==> config.mk <==
export PLATFORM = sky130hd
export DESIGN_NAME = in_channel_ctrl
export DESIGN_NICKNAME = d
export VERILOG_FILES = /design/src/rtl/in_channel_ctrl.sv
export SDC_FILE = /design/constraint.sdc
export NUM_CORES = 1
export LEC_CHECK = 0
export CORE_MARGIN = 10
export CORE_UTILIZATION = 45
export CTS_BUF_LIST = sky130_fd_sc_hd__clkbuf_8
export DETAILED_ROUTE_END_ITERATION = 10
export PLACE_DENSITY = 0.74
export SLEW_MARGIN = 15
export SYNTH_ARGS = -nofsm -noshare
export SYNTH_HDL_FRONTEND = slang
export SYNTH_SLANG_ARGS = --single-unit
==> constraint.sdc <==
create_clock -name clock -period 1.9 [get_ports clock]
set_input_delay 0.38 -clock clock [delete_from_list [all_inputs] [get_ports clock]]
set_output_delay 0.38 -clock clock [all_outputs]
set_load 0.02 [all_outputs]
==> src/rtl/in_channel_ctrl.sv <==
// Input-channel controller: a producer fills a small word buffer (LOAD), then the
// CPU reads it back through an inSize/in request port with one-cycle responses (SERVE).
module in_channel_ctrl #(
    parameter int unsigned MemoryElementWidth = 12,
    parameter int unsigned NIn                = 2
) (
    input  logic                         clock,
    input  logic                         run,
    input  logic                         load_valid,
    input  logic [MemoryElementWidth-1:0] load_data,
    output logic                         load_ready,
    input  logic                         load_last,
    input  logic                         reload,
    input  logic                         req_valid,
    input  logic                         req_op,
    output logic                         req_ready,
    output logic                         resp_valid,
    output logic [MemoryElementWidth-1:0] resp_data,
    output logic                         resp_empty,
    output logic                         loaded,
    output logic [$clog2(NIn+1)-1:0]     count
);
    localparam int unsigned W  = MemoryElementWidth;
    localparam int unsigned CW = $clog2(NIn + 1);
    localparam int unsigned AW = (NIn > 1) ? $clog2(NIn) : 1;

    typedef enum logic {LOAD, SERVE} state_t;

    state_t         state_q, state_d;
    logic [CW-1:0]  count_q, count_d;
    logic [CW-1:0]  rdptr_q, rdptr_d;
    logic [W-1:0]   mem [NIn];
    logic           resp_valid_d;
    logic [W-1:0]   resp_data_d;
    logic           resp_empty_d;
    logic           load_hs;
    logic           req_hs;

    // Handshake qualifiers are gated by run so nothing is offered during reset.
    assign load_ready = run && (state_q == LOAD) && (count_q < CW'(NIn));
    assign req_ready  = run && (state_q == SERVE) && !reload;
    assign load_hs    = load_valid && load_ready;
    assign req_hs     = req_valid && req_ready;
    assign loaded     = (state_q == SERVE);
    assign count      = count_q;

    always_ff @(posedge clock or negedge run) begin
        if (!run) begin
            state_q    <= LOAD;
            count_q    <= '0;
            rdptr_q    <= '0;
            resp_valid <= 1'b0;
            resp_data  <= '0;
            resp_empty <= 1'b0;
        end else begin
            state_q    <= state_d;
            count_q    <= count_d;
            rdptr_q    <= rdptr_d;
            resp_valid <= resp_valid_d;
            resp_data  <= resp_data_d;
            resp_empty <= resp_empty_d;
        end
    end

    // Buffer storage needs no reset: only entries below count are ever read.
    always_ff @(posedge clock) begin
        if (load_hs) begin
            mem[AW'(count_q)] <= load_data;
        end
    end

    always_comb begin
        state_d      = state_q;
        count_d      = count_q;
        rdptr_d      = rdptr_q;
        resp_valid_d = 1'b0;
        resp_data_d  = '0;
        resp_empty_d = 1'b0;
        case (state_q)
            LOAD: begin
                if (reload) begin
                    count_d = '0;
                    rdptr_d = '0;
                end else begin
                    if (load_hs) begin
                        count_d = count_q + CW'(1);
                    end
                    // Filling the last slot closes the load phase on its own.
                    if (load_last || (load_hs && (count_q == CW'(NIn - 1)))) begin
                        state_d = SERVE;
                    end
                end
            end
            SERVE: begin
                if (reload) begin
                    count_d = '0;
                    rdptr_d = '0;
                    state_d = LOAD;
                end else if (req_hs) begin
                    resp_valid_d = 1'b1;
                    if (!req_op) begin
                        resp_data_d = W'(count_q - rdptr_q);
                    end else if (rdptr_q < count_q) begin
                        resp_data_d = mem[AW'(rdptr_q)];
                        rdptr_d     = rdptr_q + CW'(1);
                    end else begin
                        resp_empty_d = 1'b1;
                    end
                end
            end
            default: state_d = LOAD;
        endcase
    end
endmodule
==> flow_summary.yaml, run 1 <==
cts:
  numCtsBuffers: 5
  insertion_delay_ns: 0.29
  cts.htree.levels: 2
  postCtsSetupBuffers: 0
  cts_buffer_depth: 2
  cts_tree: "built"
  hold_buffers: 0
  root_buffer: "clkbuf_8"
  clk_pin_slew_worst_paths_ns: 0.07
  clock-sinks: 43
sta:
  tightest_slew_ns: 0.409
  hold_violations: 0
  finalSetupViolCount: 0
  slew_violations: 0
  period_share_pct: 97.9
  fin_hold_ws_ns: 0.449
  layout_min_cycle_time_ns: 1.86
  slew_headroom_pct: 72.7
  finClkSkew_ns: 0.00683
  fmax_mhz: 538
layout:
  antennaDiodeCount: 0
  final_cells: 218
  stdcell_area_um2: 2330
  drive_gt1_share_pct: 20.6
  fin_nets: 192
  area_delta_synth_final_pct: 36.9
setup_path:
  endpoint: "rdptr_q[0]"
  path_class: "register to register"
  reg2reg_to: "rdptr_q[0]"
  reg2reg_depth: 6
  arrival_ns: 2.08
  cp_data_required_time_ns: 2.12
  crit_path_start_kind: "register"
  timing.rr.start: "count[0]"
  critPathMaxFanout: 3
  end_kind: "register"
  ff2ff_setup_slack_ns: 0.04
  startpoint: "count[0]"
placed_design:
  place_congestion: 0.753
  place_area_um2: 2240
  dp.final_hpwl_um: 2540
  portBuffers: 37
  dp.cells: 210
pwr:
  cellLeakagePower_nw: 0.938
  totalPowerFinal_mw: 1.72
  power_density_nw_per_um2: 738
  vdd_ir_drop_max_v: 0.000498
worst_hold_path:
  min_path_type: "primary input to asynchronous set/reset pin"
logic_synthesis:
  synth_edf_count: 24
  syn_area_per_cell_um2: 14.7
  yosysUniqueCellTypes: 28
  async_flop_share_pct: 44.2
  synth_largest_area_cell: "edfxtp_1"
  syn_inst: 116
  syn_area_um2: 1700
  ys_ff_latch: 43
  yosysTopAreaCellShare_pct: 42.3
  synth_seq_area_share_pct: 70.2
  yosys-top-cells-area: "edfxtp_1 (42%), dfrtp_1 (28%), mux2_2 (6.0%), a21oi_1 (4.4%), nor2_1 (3.3%)"
  synth_most_common_cell: "edfxtp_1"
  syn-num-nets: 139
  ys.flop_type: "edfxtp_1"
  synthTopCellsByCount: "edfxtp_1 (24), dfrtp_1 (19), a21oi_1 (15), nor2_1 (15), mux2_2 (9)"
  synth_warnings: 0
floorplanning:
  fp-row-count: 22
  ioPinCount: 38
  coreArea_um2: 3660
  fp.dieW_um: 81.5
  die_height_um: 81.5
  start_util_pct: 46.5
  die_area_um2: 6640
run:
  maxCapViolCount: 0
grt:
  grt_pass1_vias: 1122
  grt_usage_pct: 10.8
  use_met3_pct: 3.28
  use_met1_pct: 11.3
  grt_max_degree: 17
  overflow: 0
  grt_pass1_wl_um: 5330
  grtUsageMet2_pct: 18.3
  grt_busiest_layer: "met2"
  antenna_found_initial: 0
status:
  status: "complete, no violations"
route:
  drt_iter0_drc: 93
  avgViaCountPerCell: 4.92
  first_pass_iters: 4
  post-route-drc-count: 0
  wl_um: 3460
  num_vias: 1073
  drtAntennaViolNets: 0
  wire_per_inst_um: 15.9
## registers in the layout, summed over array words and instances, names as in the netlist
name,cells
resp_data,12
resp_empty,1
count,2
resp_valid,1
rdptr_q,2
mem,24
loaded,1
## where the power goes
part	leakage, nW	switching (mW)	internal, mW	total, mW
combinational	0.406	0.0864	0.0944	0.181
clock	0.0519	0.276	0.245	0.521
sequential	0.480	0.00831	1.01	1.02
total	0.938	0.371	1.35	1.72
## through the flow
step	worst slack, ns	util (%)	TNS [ns]
finish	0.0396	63.7	0
CTS	0.0426	63.5	0
detailed placement	-0.248	61.2	-2.63
global placement	-0.189	61.2	-0.730
floorplan	0.0497	-	0
global route	-0.000428	63.7	-0.000428
## logic make-up (layout without fill, tap and decap cells)
kind of cell | Yosys count | in the layout | synth area share (%)
AOI/OAI and AO/OA | 21 | 21 | 6.91
xor gates and xnor gates | 1 | 1 | 0.514
adders and majority gates | 4 | 4 | 3.38
buffers and inverters | 9 | 63 | 2.13
DFF | 43 | 43 | 70.2
muxes | 13 | 13 | 8.52
and+or+nand+nor | 25 | 25 | 8.30
## cell type report
class / count / area (um^2)
Multi-Input combinational cell: 64 / 484
Clock inverter: 3 / 11.3
Timing Repair Buffer: 50 / 490
Tap cell: 48 / 60.1
Clock buffer: 5 / 68.8
Inverter: 5 / 18.8
Fill cell: 274 / 1330
Sequential cell: 43 / 1200
## worst min path at each step
| stage | start | to | slack (ns) | cells after the start |
|---|---|---|---|---|
| after floorplan | run | count[0] | 0.08 | 0 |
| after global placement | rdptr_q[1] | rdptr_q[1] | 0.52 | 1 |
| after detailed placement | rdptr_q[1] | rdptr_q[1] | 0.55 | 1 |
| after CTS | run | resp_data[0] | 0.44 | 2 |
| after global routing | run | resp_data[0] | 0.44 | 2 |
| final | run | count[1] | 0.45 | 2 |
## cell usage in the layout, fill, tap and decap left out, types with 2 or more instances in the layout
cell / synthesis / final
edfxtp_1: 24 / 24
and2_1: 2 / 2
a21oi_1: 15 / 13
dfrtp_1: 19 / 18
dlygate4sd2_1: 0 / 2
a21oi_2: 0 / 2
buf_12: 0 / 2
inv_1: 4 / 7
ha_1: 3 / 3
mux2_1: 3 / 3
nor2_1: 15 / 15
buf_4: 0 / 11
clkbuf_8: 0 / 5
mux2_2: 9 / 9
clkdlybuf4s50_1: 0 / 35
a211oi_1: 3 / 3
## what timing repair did
action | 4_1_cts | 5_1_grt
endpoints found under the setup margin | 3 | 12
cloned | 0 | 0
gates resized for setup | 4 | 2
## routing by layer
layer,share of wire (%),up-vias,wire (um)
met5,0,-,0
met4,2.5,0,87
met3,6.1,7,212
met2,52,33,1820
met1,39,509,1350
li1,-,524,-
## worst max-delay path, stage by stage, from the launching register on
cell	delay, ns
dfrtp_2	0.36
inv_1	0.06
ha_1	0.22
fa_2	0.38
a21o_1	0.17
or4_1	0.43
a21oi_2	0.16
(Power assumes the default switching activity.)
==> inputs of run 2 (changes only) <==
- DONT_BUFFER_PORTS: unset -> 1
- PLACE_DENSITY: 0.74 -> 0.61
==> run 2 against run 1 <==
  * Combinational power is 39% lower
  * Total power is 7.1% higher
  * Worst setup slack better by 0.068 ns
  * Clock skew is 0.0023 ns lower
  * Clock-buffer cell count stayed put
  * Cell count is 18% lower
  * Critical path depth stayed put
  * Critical endpoint unchanged
  * Largest cell class unchanged
  * Highest routed layer unchanged
==> flow_summary.yaml, run 2 (synthesis gave the netlist of run 1 again) <==
layout:
  stdcell_area_um2: 1950
  regMostFlops: "mem"
  area_delta_synth_final_pct: 14.8
  antennaDiodeCount: 0
  drive_gt1_share_pct: 25.2
  fin_nets: 153
  largest_register_ffs: 24
  reg.largest.list: "mem (24), resp_data (12)"
  final_common_cell: "edfxtp_1"
  layout_common_cells: "edfxtp_1 (24), dfrtp_1 (18), nor2_1 (15), a21oi_1 (14), buf_4 (10)"
setup_path:
  reg2reg_depth: 6
  critPathMaxFanout: 3
  path_class: "register to register"
  arrival_ns: 2.01
  cp_data_required_time_ns: 2.12
  crit_path_start_kind: "register"
  end_kind: "register"
floorplanning:
  fp-row-count: 22
  ioPinCount: 38
  coreArea_um2: 3660
  start_util_pct: 46.5
  die_height_um: 81.5
  die_area_um2: 6640
  fp.dieW_um: 81.5
placed_design:
  dp.final_hpwl_um: 2330
  preCtsSetupSlack_ns: 0.0477
  portBuffers: 0
  place_area_um2: 1820
  place_congestion: 0.835
sta:
  hold_violations: 0
  rsz0062_at_grt: "no"
  period_share_pct: 94.4
  setup_tns_ns: 0
  finClkSkew_ns: 0.00452
  fmax_mhz: 558
  tightest_slew_ns: 0.899
  slew_headroom_pct: 39.8
  layout_min_cycle_time_ns: 1.79
  finalSetupViolCount: 0
  final.setup.worst_slack_ns: 0.107
  slew_violations: 0
route:
  num_vias: 930
  drt_iter0_drc: 58
  first_pass_iters: 4
  avgViaCountPerCell: 5.20
  wl_um: 3340
  wire_per_inst_um: 18.7
  post-route-drc-count: 0
  drtAntennaViolNets: 0
worst_hold_path:
  min_path_type: "primary input to register"
  hold_path_depth: 1
cts:
  numCtsBuffers: 5
  clock-sinks: 43
  root_buffer: "clkbuf_8"
  cts_buffer_depth: 2
  insertion_delay_ns: 0.29
  postCtsSetupBuffers: 0
  cts_tree: "built"
  clk_pin_slew_worst_paths_ns: 0.08
  cts.htree.levels: 2
pwr:
  cellLeakagePower_nw: 0.785
  vdd_ir_drop_max_v: 0.000568
  power_density_nw_per_um2: 943
grt:
  grt_pass1_wl_um: 5220
  overflow: 0
  grt_pass1_vias: 1021
  antenna_found_initial: 0
  grt_max_degree: 20
  grt_usage_pct: 10.7
status:
  status: "complete, no violations"
run:
  maxCapViolCount: 0
[run 2: cell type report]
| class | instances | area, um^2 |
|---|---|---|
| clock buffer | 5 | 68.8 |
| clock inverter | 3 | 47.5 |
| fill | 288 | 1710 |
| inverter | 5 | 18.8 |
| multi-input combinational | 64 | 477 |
| sequential | 43 | 1200 |
| tap | 48 | 60.1 |
| timing repair buffer | 11 | 85.1 |
[run 2: where the power goes]
part	switching [mW]	internal, mW	total [mW]	leakage, nW
sequential	0.0108	1.01	1.02	0.480
clock	0.313	0.398	0.711	0.0587
combinational	0.0675	0.0431	0.111	0.246
[run 2: path summary, 6_finish.rpt]
check	slack [ns]	startpoint	end
worst min-delay path	0.14	reload	count[0]
worst max register to register	0.11	count[0]	rdptr_q[0]
min in group asynchronous	0.66	run	resp_valid
max in group asynchronous	0.64	run	count[0]
worst min register to register	0.55	rdptr_q[1]	rdptr_q[1]
worst max-delay path	0.11	count[0]	rdptr_q[0]
[run 2: worst max-delay path: stages (launching register included)]
cell	delay [ns]
dfrtp_2	0.36
inv_1	0.05
ha_1	0.21
fa_2	0.36
a21o_1	0.17
or4_1	0.39
a21oi_1	0.17
[run 2: timing repair]
action | 4_1_cts | 5_1_grt
endpoints found under the setup margin | 0 | 15
gates resized for setup | 0 | 2
hold endpoints to repair | 19 | 0
hold buffers | 1 | 0
[run 2: layer usage]
| layer | global-route usage (%) | part of all wire, % | up-vias |
|---|---|---|---|
| met5 | 0 | 0 | - |
| met4 | 3.81 | 1.1 | 0 |
| met3 | 6.33 | 12 | 6 |
| met1 | 10.0 | 35 | 454 |
| li1 | - | - | 442 |
| met2 | 18.9 | 52 | 28 |
[run 2: per-stage QoR]
step / power, mW / instances / util [%] / hold WS [ns]
floorplan: 1.11 / 116 / - / 0.0844
global placement: 1.14 / 170 / 49.8 / 0.0852
detailed placement: 1.14 / 170 / 49.8 / 0.0852
CTS: 1.87 / 179 / 53.2 / 0.129
global route: 1.92 / 179 / 53.4 / 0.127
finish: 1.84 / 179 / 53.4 / 0.138
==> inputs of run 3 (changes only) <==
- ABC_CLOCK_PERIOD_IN_PS: unset -> 1900
- CELL_PAD_IN_SITES_DETAIL_PLACEMENT: unset -> 1
- CELL_PAD_IN_SITES_GLOBAL_PLACEMENT: unset -> 1
- PLACE_DENSITY: 0.61 -> 0.72
==> run 3 against run 2 <==
  * Cell count did not move
  * First-iteration DRC count rose by 52%
  * Combinational power barely moved
  * Critical path depth did not move
  * Clock power fell by 24%
  * Via count rose by 1.1%
  * Clock skew rose by 0.0015 ns
  * Worst hold slack improved by 0.0025 ns
  * Critical path type unchanged
  * Highest routed layer unchanged
==> flow_summary.yaml, run 3 (synthesis gave the netlist of run 1 again) <==
status:
  status: "complete, no violations"
layout:
  nFillCells: 365
  drive_gt1_share_pct: 25.2
  regMostFlops: "mem"
  layout_common_cells: "edfxtp_1 (24), dfrtp_1 (17), nor2_1 (15), a21oi_1 (14), buf_4 (10)"
  antennaDiodeCount: 0
  largest_register_ffs: 24
  final_common_cell: "edfxtp_1"
  fin_nets: 153
  area_delta_synth_final_pct: 13.0
  reg.largest.list: "mem (24), resp_data (12)"
  fin_util_pct: 52.6
setup_path:
  slowest_delay_ns: 0.40
  reg2reg_to: "rdptr_q[0]"
  cp_cell_sequence: "inv_1, ha_1, fa_2, a21o_1, or4_1, a21oi_1"
  crit_path_start_kind: "register"
  crit_path_top_delay_cell: "or4_1"
  cp_data_required_time_ns: 2.12
  arrival_ns: 2.00
  critPathMaxFanout: 3
  end_kind: "register"
  timing.rr.start: "count[0]"
  ff2ff_setup_slack_ns: 0.12
  reg2reg_depth: 6
  path_class: "register to register"
cts:
  clk_pin_slew_worst_paths_ns: 0.08
  postCtsSetupBuffers: 0
  insertion_delay_ns: 0.29
  numCtsBuffers: 5
  cts_tree: "built"
  root_buffer: "clkbuf_8"
  cts_buffer_depth: 2
  cts.htree.levels: 2
  clock-sinks: 43
placed_design:
  place_congestion: 0.830
  preCtsSetupSlack_ns: 0.0295
  dp.final_hpwl_um: 2520
  portBuffers: 0
sta:
  slew_violations: 0
  fmax_mhz: 563
  hold_violations: 0
  rsz0062_at_grt: "no"
  setup_tns_ns: 0
  finalSetupViolCount: 0
  finClkSkew_ns: 0.00597
  slew_headroom_pct: 43.0
  final.setup.worst_slack_ns: 0.124
  period_share_pct: 93.5
  layout_min_cycle_time_ns: 1.78
  tightest_slew_ns: 0.852
route:
  first_pass_iters: 4
  drtAntennaViolNets: 0
  post-route-drc-count: 0
  wl_um: 3550
  drt_iter0_drc: 88
  num_vias: 940
  wire_per_inst_um: 19.8
  avgViaCountPerCell: 5.25
worst_hold_path:
  min_from: "reload"
  hold_path_depth: 1
  min_path_type: "primary input to register"
  min_to: "count[1]"
run:
  maxCapViolCount: 0
floorplanning:
  die_area_um2: 6640
  die_height_um: 81.5
  fp.dieW_um: 81.5
  ioPinCount: 38
  fp-row-count: 22
  coreArea_um2: 3660
  start_util_pct: 46.5
grt:
  grt_max_degree: 20
  grt_usage_pct: 11.5
  overflow: 0
  grt_pass1_wl_um: 5580
  antenna_found_initial: 0
  grt_pass1_vias: 1079
pwr:
  cellLeakagePower_nw: 0.770
  vdd_ir_drop_max_v: 0.000526
  power_density_nw_per_um2: 871
## run 3: changes by cell type in the layout (fill, tap and decap cells not counted), sizes merged
cell,previous run,this run
bufinv,1,0
clkinvlp,0,1
## run 3: stage by stage
stage	instances	instance area (um^2)	hold WS (ns)	power (mW)
after floorplan	116	1710	0.0844	1.11
after global placement	170	1820	0.0851	1.14
after detailed placement	170	1820	0.0852	1.14
after CTS	179	1920	0.130	1.70
after global routing	179	1920	0.128	1.76
final	179	1920	0.140	1.68
## run 3: how the worst max path moves through the flow
| stage | to | start | depth (start not counted) | slack, ns |
|---|---|---|---|---|
| final | rdptr_q[0] | count[0] | 6 | 0.12 |
| after global placement | rdptr_q[0] | count[1] | 5 | 0.15 |
| after detailed placement | resp_data[0] | count[1] | 5 | 0.03 |
| after CTS | resp_data[0] | count[1] | 5 | 0.007 |
| after floorplan | rdptr_q[0] | count[0] | 6 | 0.05 |
| after global routing | rdptr_q[0] | count[0] | 6 | 0.02 |
## run 3: layout make-up
cell class | instances | area [um^2] | share of cell area, %
Multi-Input combinational cell | 64 | 477 | 24.8
Tap cell | 48 | 60.1 | 3.12
Inverter | 5 | 18.8 | 0.975
Sequential cell | 43 | 1200 | 62.3
Clock buffer | 5 | 68.8 | 3.58
Clock inverter | 3 | 16.3 | 0.845
Timing Repair Buffer | 11 | 85.1 | 4.42
## run 3: worst max-delay path: cells and delay by family, from the launching register on
family                     cells  cell delay, ns
AOI/OAI and AO/OA              2            0.33
adders and majority gates      2            0.56
buffers and inverters          1            0.05
DFF                            1            0.36
and+or+nand+nor                1            0.40
## run 3: per-layer routing
metal	wire [um]	GRT usage [%]	up-vias
met5	0	0	-
met4	45	5.88	0
met3	345	5.13	5
met2	1910	20.1	32
met1	1250	11.3	462
li1	-	-	441
## run 3: power by group
group	internal (mW)	leakage, nW	switching [mW]
Clock	0.251	0.0453	0.292
Combinational	0.0431	0.246	0.0660
Sequential	1.01	0.478	0.0132
Total	1.30	0.770	0.371
## run 3: repair_timing
item | 4_1_cts | 5_1_grt
hold buffers | 1 | 0
gates resized for setup | 0 | 3
hold endpoints to repair | 19 | 0
endpoints found under the setup margin | 0 | 15
